**config.mk**
```make
export PLATFORM = sky130hd
export DESIGN_NAME = vend_pay_arbiter_flat
export DESIGN_NICKNAME = d
export VERILOG_FILES = /design/src/rtl/vend_pay_arbiter_pkg.sv /design/src/rtl/vend_pay_arbiter_if.sv /design/src/rtl/vend_pay_arbiter_rr_picker.sv /design/src/rtl/vend_pay_arbiter.sv /design/src/flat_wrapper.sv
export SDC_FILE = /design/constraint.sdc
export NUM_CORES = 1
export LEC_CHECK = 0
export CAP_MARGIN = 5
export CORE_UTILIZATION = 48
export DETAILED_ROUTE_END_ITERATION = 7
export GPL_ROUTABILITY_DRIVEN = 0
export PLACE_DENSITY_LB_ADDON = 0.1
export SYNTH_ARGS = -nofsm -noshare
export SYNTH_HDL_FRONTEND = slang
export SYNTH_SLANG_ARGS = --single-unit
```
**constraint.sdc**
```tcl
create_clock -name clk -period 3.1 [get_ports clk]
set_clock_uncertainty 0.2 [all_clocks]
set_input_delay 0.93 -clock clk [delete_from_list [all_inputs] [get_ports clk]]
set_output_delay 0.93 -clock clk [all_outputs]
set_load 0.03 [all_outputs]
```
**src/rtl/vend_pay_arbiter_pkg.sv**
```systemverilog
// vend_pkg: shared vending constants and the payment arbiter state encoding.
package vend_pkg;
   typedef enum logic [1:0] {S_IDLE, S_START, S_WAIT, S_FIN} state_t;
   localparam int COST_W = 3;
   localparam int CNT_W = 4;
   localparam int DEFAULT_TIMEOUT = 5;
   localparam int MAX_REQ = 4;
   localparam logic [COST_W-1:0] MAX_COST = 3'd7;
endpackage

```
**src/rtl/vend_pay_arbiter_if.sv**
```systemverilog
// vend_pay_arbiter_if: front-end request/cost lines and the shared gateway handshake.
interface vend_pay_arbiter_if import vend_pkg::*; #(parameter int NUM_REQ = 2);
   logic [NUM_REQ-1:0] req;
   logic [COST_W*NUM_REQ-1:0] cost_in;
   logic [NUM_REQ-1:0] grant;
   logic [NUM_REQ-1:0] done;
   logic ok;
   logic gw_start;
   logic [COST_W-1:0] gw_cost;
   logic gw_valid;
   logic gw_deny;
   modport slave (input req, cost_in, gw_valid, gw_deny, output grant, done, ok, gw_start, gw_cost);
   modport master (output req, cost_in, gw_valid, gw_deny, input grant, done, ok, gw_start, gw_cost);
endinterface

```
**src/rtl/vend_pay_arbiter_rr_picker.sv**
```systemverilog
// rr_picker: combinational round-robin chooser, first set request after ptr with wrap.
module rr_picker #(parameter int N = 2) (
   input  logic [N-1:0] req,
   input  logic [1:0]   ptr,
   output logic         valid,
   output logic [1:0]   idx
);
   // Scan farthest offset first so the nearest hit after ptr is the last write.
   always_comb begin
      valid = 1'b0;
      idx = '0;
      for (int k = N; k >= 1; k--)
         if (((req >> ((int'(ptr) + k) % N)) & N'(1)) != '0) begin
            valid = 1'b1;
            idx = 2'((int'(ptr) + k) % N);
         end
   end
endmodule

```
**src/rtl/vend_pay_arbiter.sv**
```systemverilog
// vend_pay_arbiter: round-robin sharing of one payment gateway among vending front ends.
module vend_pay_arbiter import vend_pkg::*; #(
   parameter int NUM_REQ = 2,
   parameter int TIMEOUT = DEFAULT_TIMEOUT
) (
   input logic clk,
   input logic reset,
   vend_pay_arbiter_if.slave bus
);
   state_t state, nxt;
   logic [CNT_W-1:0] cnt;
   logic res;
   logic [1:0] owner, ptr, pick;
   logic [COST_W-1:0] cost;
   logic any;
   logic [MAX_REQ-1:0] oh;
   rr_picker #(.N(NUM_REQ)) u_pick (.req(bus.req), .ptr(ptr), .valid(any), .idx(pick));
   always_ff @(posedge clk or posedge reset)
      if (reset) begin
         state <= S_IDLE;
         cnt <= '0;
         res <= 1'b0;
         owner <= '0;
         cost <= '0;
         ptr <= 2'(NUM_REQ - 1);
      end else begin
         state <= nxt;
         if (state == S_IDLE && any) begin
            owner <= pick;
            cost <= bus.cost_in[COST_W*pick +: COST_W];
         end
         cnt <= state == S_START ? '0 : state == S_WAIT ? cnt + 1'b1 : cnt;
         // Only the value on the exiting WAIT cycle survives into FIN; deny beats valid.
         if (state == S_WAIT) res <= bus.gw_valid && !bus.gw_deny;
         if (state == S_FIN) ptr <= owner;
      end
   always_comb begin
      nxt = state;
      if (state == S_IDLE && any) nxt = S_START;
      if (state == S_START) nxt = S_WAIT;
      if (state == S_WAIT && (bus.gw_deny || bus.gw_valid || cnt == CNT_W'(TIMEOUT - 1))) nxt = S_FIN;
      if (state == S_FIN) nxt = S_IDLE;
      oh = MAX_REQ'(1) << owner;
      bus.grant = state != S_IDLE ? oh[NUM_REQ-1:0] : '0;
      bus.done = state == S_FIN ? oh[NUM_REQ-1:0] : '0;
      bus.ok = state == S_FIN && res;
      bus.gw_start = state == S_START;
      bus.gw_cost = state != S_IDLE ? cost : '0;
   end
endmodule

```
**src/flat_wrapper.sv**
```systemverilog
// flat-port wrapper written by rule: the top's interface ports become plain ports
module vend_pay_arbiter_flat import vend_pkg::*;
#(
   parameter int NUM_REQ = 2,
   parameter int TIMEOUT = DEFAULT_TIMEOUT
)
  (clk, reset, bus_req, bus_cost_in, bus_gw_valid, bus_gw_deny, bus_grant, bus_done, bus_ok, bus_gw_start, bus_gw_cost);
  vend_pay_arbiter_if #(.NUM_REQ(NUM_REQ)) bus_i ();
  input logic clk;
  input logic reset;
  input wire logic [$bits(bus_i.req)-1:0] bus_req;
  input wire logic [$bits(bus_i.cost_in)-1:0] bus_cost_in;
  input wire logic [$bits(bus_i.gw_valid)-1:0] bus_gw_valid;
  input wire logic [$bits(bus_i.gw_deny)-1:0] bus_gw_deny;
  output wire logic [$bits(bus_i.grant)-1:0] bus_grant;
  output wire logic [$bits(bus_i.done)-1:0] bus_done;
  output wire logic [$bits(bus_i.ok)-1:0] bus_ok;
  output wire logic [$bits(bus_i.gw_start)-1:0] bus_gw_start;
  output wire logic [$bits(bus_i.gw_cost)-1:0] bus_gw_cost;
  assign bus_i.req = bus_req;
  assign bus_i.cost_in = bus_cost_in;
  assign bus_i.gw_valid = bus_gw_valid;
  assign bus_i.gw_deny = bus_gw_deny;
  assign bus_grant = bus_i.grant;
  assign bus_done = bus_i.done;
  assign bus_ok = bus_i.ok;
  assign bus_gw_start = bus_i.gw_start;
  assign bus_gw_cost = bus_i.gw_cost;
  vend_pay_arbiter #(.NUM_REQ(NUM_REQ), .TIMEOUT(TIMEOUT)) u_core (.clk(clk), .reset(reset), .bus(bus_i));
endmodule
```
# Word-level counts from Yosys, hierarchy flattened
# Cells that the tools add are included.
[op_classes]
add_sub_neg = 3
mul = 1
div = 0
magnitude_cmp = 0
n_eq_ne = 4
shift = 4
n_mux = 13
n_bitwise = 2
reduce_logical = 11
[op_table]
columns = ["operator", "count"]
rows = [
  ["right shift 2 x 32 -> 1 bit", 2],
  ["two-way mux 2 bit", 8],
  ["two-way mux 4 bit", 2],
  ["indexed part select 6 x 5 -> 3 bit", 1],
  ["adder 4 x 1 -> 4 bit, second input constant", 1],
  ["== test 2 bit, second input constant", 2],
  ["== test 4 x 3 -> 1 bit, second input constant", 1],
  ["logical AND 1 bit", 4],
  ["multiplier 2 x 2 -> 4 bit, first input constant", 1],
  ["nonzero test 2 bit", 2],
  ["nonzero test 4 bit", 1],
  ["two-way mux 3 bit", 1],
  ["adder 1 bit, second input constant", 2],
  ["bitwise AND 1 bit, first input constant", 2],
  ["== test 2 x 1 -> 1 bit, second input constant", 1],
  ["logical NOT 2 bit", 1],
  ["logical OR 1 bit", 2],
  ["two-way mux 1 bit", 2],
  ["left shift 1 x 2 -> 2 bit, first input constant", 1],
  ["logical NOT 1 bit", 1],
]
[totals]
reg_bits = 13
latch_bits = 0
mem_bits_rw = 0
rom_bits = 0
out_inout_bits = 9
word_cells = 44
mem_count = 0

# Depth between registers and ports, before layout
[depth]
ltp_word = 10
depth_mapped = 6
ltp_nobuf = 6

# Cells and area by module
# From an unflattened synthesis, not the netlist that was laid out.
[hier_totals]
hier_cells = 81
hier_area_um2 = 829.5
[by_module_without_submodules]
columns = ["mod", "n_inst", "cells_each", "area_per_inst_um2", "seq_area_each_um2"]
rows = [
  ["vend_pay_arbiter", 1, 77, 804.5, 351.6],
  ["rr_picker", 1, 4, 25.0, 0.0],
]

# Worst setup path after synthesis
# Ideal clock, no wire load.
[synth_timing]
kind = "reg2out"
start = "register u_core.state[0]"
end = "output port bus_grant[1]"
arrival_ns = 1.217
t_required_ns = 1.970
slack_ns = 0.753
stages_incl_launch_ff = 4
path_cell_list = "dfrtp_1 inv_1 ha_1 nor2b_1"
[synth_between]
elab_chain_len = 2
[synth_rtl]
columns = ["item", "line", "source"]
rows = [
  ["start: declaration", "vend_pay_arbiter.sv:10", "state_t state, nxt;"],
  ["start signal: assignment", "vend_pay_arbiter.sv:27", "state <= nxt;"],
  ["nonzero test 2 bit", "vend_pay_arbiter.sv:44", "bus.grant = state != S_IDLE ? oh[NUM_REQ-1:0] : '0;"],
  ["two-way mux 2 bit", "vend_pay_arbiter.sv:44", ""],
  ["end: declaration", "flat_wrapper.sv:15", "output wire logic [$bits(bus_i.grant)-1:0] bus_grant;"],
]
# No other way between the ends.

# Final worst setup path
[layout_timing]
start = "register u_core.state[1]"
end = "output port bus_done[0]"
[layout_between]
elab_chain_len = 2
[layout_rtl]
columns = ["item", "line", "source"]
rows = [
  ["== test 2 bit", "vend_pay_arbiter.sv:45", "bus.done = state == S_FIN ? oh[NUM_REQ-1:0] : '0;"],
  ["two-way mux 2 bit", "vend_pay_arbiter.sv:45", ""],
  ["end: declaration", "flat_wrapper.sv:16", "output wire logic [$bits(bus_i.done)-1:0] bus_done;"],
]
# No other way between the ends.

==> impl_metrics.ini <==
[min_path]
holdCritPathClass = reg2reg
hold_depth = 2

[final_layout]
area_growth_syn_to_layout_pct = 38.0
nNetsFinal = 113
nFillCells = 108
drive_above_1_share = 0.0957
multi_input_area_um2 = 384
antenna_cells = 0
regArea_um2 = 302

[synthesis]
synth_cells = 70
syn_area_um2 = 712
synth-seq-cells = 12
syn-num-nets = 88
syn_area_per_cell_um2 = 10.2
ys_seq_area_frac = 0.424
yosysWarnings = 0
yosys.cell_types.count = 25

[timing]
finalSetupTns_ns = 0
tightest_slew_ns = 0.479
finalSetupViolCount = 0
slew_headroom = 0.680
max_freq_mhz = 340
holdWs_ns = 0.287
finalMaxSlewViolations = 0
rsz0062_at_grt = false
fin_crit_ns = 2.94
hold_viol_final = 0
fin_crit_sh = 0.949

[worst_setup_path]
worst_setup_path_start_kind = register
required_ns = 1.97
path_max_fanout = 6
arrival_ns = 1.81
path_class = reg2out
cp-end-kind = output port
reg2regPathDepth = 4

[clock_tree]
cts_resized = 0
path_clk_slew_ns = 0.08
hold_buffers = 0
cts_tree = yes
clkSinkCount = 12
cts.htree.levels = 1
post_cts_buffers = 0
worstSkewPairLatency_ns = 0.27
clockRootBuffer = clkbuf_4
cts_made_buffers = 3
max-clock-path-buffers = 2

[drt]
vias = 584
viasPerCell = 5.36
drt-initial-drc-count = 5
dr.pass1.iters = 4
drt-total-wl_um = 1420
wl_per_cell_um = 13.0
drt_drc_violations_left = 0
final_antenna_net_count = 0

[global_route]
grt_max_degree = 13
grt.total_usage = 0.211
grt-ovfl-total = 0
grt_first_pass_wirelength_um = 2210
grt_pass1_vias = 495
antenna_found_initial = 0

[place]
port_buffers = 20
dp_hpwl_um = 1070

[die]
die_w_um = 40.5
die_h_um = 40.5
coreArea_um2 = 1330
io_pins = 21
num_rows = 13
start_util = 0.534
dieArea_um2 = 1640

[run_status]
status = complete, no violations

[power]
p_total_mw = 0.999
ir_drop_mv = 0.628
powerDensity_nw_per_um2 = 1020
power_leakage_nw = 0.515

[run]
maxCapViolCount = 0
[cells in the final DEF (no fill, tap or decap), drive strengths merged]
cell and instances:
a21boi 1, a21o 1, a21oi 1, a22o 1, a311oi 1, and2 2
and3b 1, clkbuf 4, clkdlybuf4s50 14, dfrtp 11, dfstp 1, dlymetal6s2s 6
ha 6, inv 7, mux2 1, mux2i 3, nand2 7, nand3 3
nand3b 2, nand4 1, nor2 3, nor2b 5, nor3b 1, o21ai 8
o22ai 2, o31ai 1
[worst max-delay path, stage by stage (launching register included)]
cell,delay [ns]
dfrtp_1,0.44
ha_1,0.29
nor2b_1,0.15
clkdlybuf4s50_1,0.67
[flip-flops by register name, indices dropped and copies added (netlist names)]
name,cells
u_core.cnt,4
u_core.res,1
u_core.owner,1
u_core.cost,3
u_core.ptr,1
u_core.state,2
[stage by stage]
| stage | setup WS (ns) | std cells | utilization | cell area, µm² |
|---|---|---|---|---|
| 2_1_floorplan | 0.753 | 70 | - | 712 |
| 3_3_place_gp | 0.352 | 105 | 0.698 | 931 |
| 3_5_place_dp | 0.329 | 105 | 0.698 | 931 |
| 4_1_cts | 0.00792 | 109 | 0.725 | 967 |
| 5_1_grt | 0.0506 | 109 | 0.736 | 982 |
| 6_report | 0.157 | 109 | 0.736 | 982 |
[kinds of logic after synthesis]
kind of cell,count (synthesis),share of synthesized area
AOI/OAI and AO/OA,16,0.188
buffers and inverters,7,0.0369
and+or+nand+nor,25,0.188
adders and majority gates,6,0.105
muxes,4,0.0580
DFF,12,0.424
[synthesized netlist by cell type, drive strengths merged]
| cell type | n | area share |
|---|---|---|
| o22ai | 2 | 0.018 |
| a22o | 1 | 0.012 |
| nand2 | 7 | 0.037 |
| a21o | 1 | 0.011 |
| nor2b | 5 | 0.044 |
| dfrtp | 11 | 0.39 |
| mux2 | 1 | 0.016 |
| o21ai | 8 | 0.072 |
| a21oi | 1 | 0.0070 |
| inv | 7 | 0.037 |
| and2 | 2 | 0.018 |
| nor3b | 1 | 0.011 |
| o31ai | 1 | 0.030 |
| mux2i | 3 | 0.042 |
| ha | 6 | 0.11 |
| and3b | 1 | 0.012 |
| a311oi | 1 | 0.012 |
| nor2 | 3 | 0.016 |
| a21boi | 1 | 0.026 |
| nand3b | 2 | 0.021 |
| nand4 | 1 | 0.0088 |
| nand3 | 3 | 0.021 |
| dfstp | 1 | 0.037 |
[power breakdown]
group          leakage (nW)  total, mW  internal (mW)  switching (mW)
registers             0.146      0.303          0.238          0.0641
logic                 0.348      0.572          0.249           0.324
clock network        0.0210      0.123         0.0713          0.0522
[per-layer routing]
metal  vias up  track usage  share of wire
met3         2       0.0500          0.034
met4         0        0.100         0.0099
met1       277        0.275           0.46
met2        15        0.325           0.49
li1        290            -              -
met5         -            0              0
[area by class of cell]
cell class              count  share of cell area
multi-input cells          51               0.391
flip-flops and latches     12               0.307
repair buffers             20               0.219
clock buffers               4              0.0369
inverters                   7              0.0268
well taps                  15              0.0191
[path summary, 6_finish.rpt]
kind	startpoint	endpoint	slack (ns)
worst max-delay path	u_core.state[1]	bus_done[0]	0.16
min in group asynchronous	reset	u_core.owner[0]	0.77
max in group asynchronous	reset	u_core.ptr[0]	1.58
worst min-delay path	u_core.cost[0]	u_core.cost[0]	0.29
worst min register to register	u_core.cost[0]	u_core.cost[0]	0.29
worst max register to register	u_core.state[1]	u_core.state[0]	1.45
(Power assumes the default switching activity.)
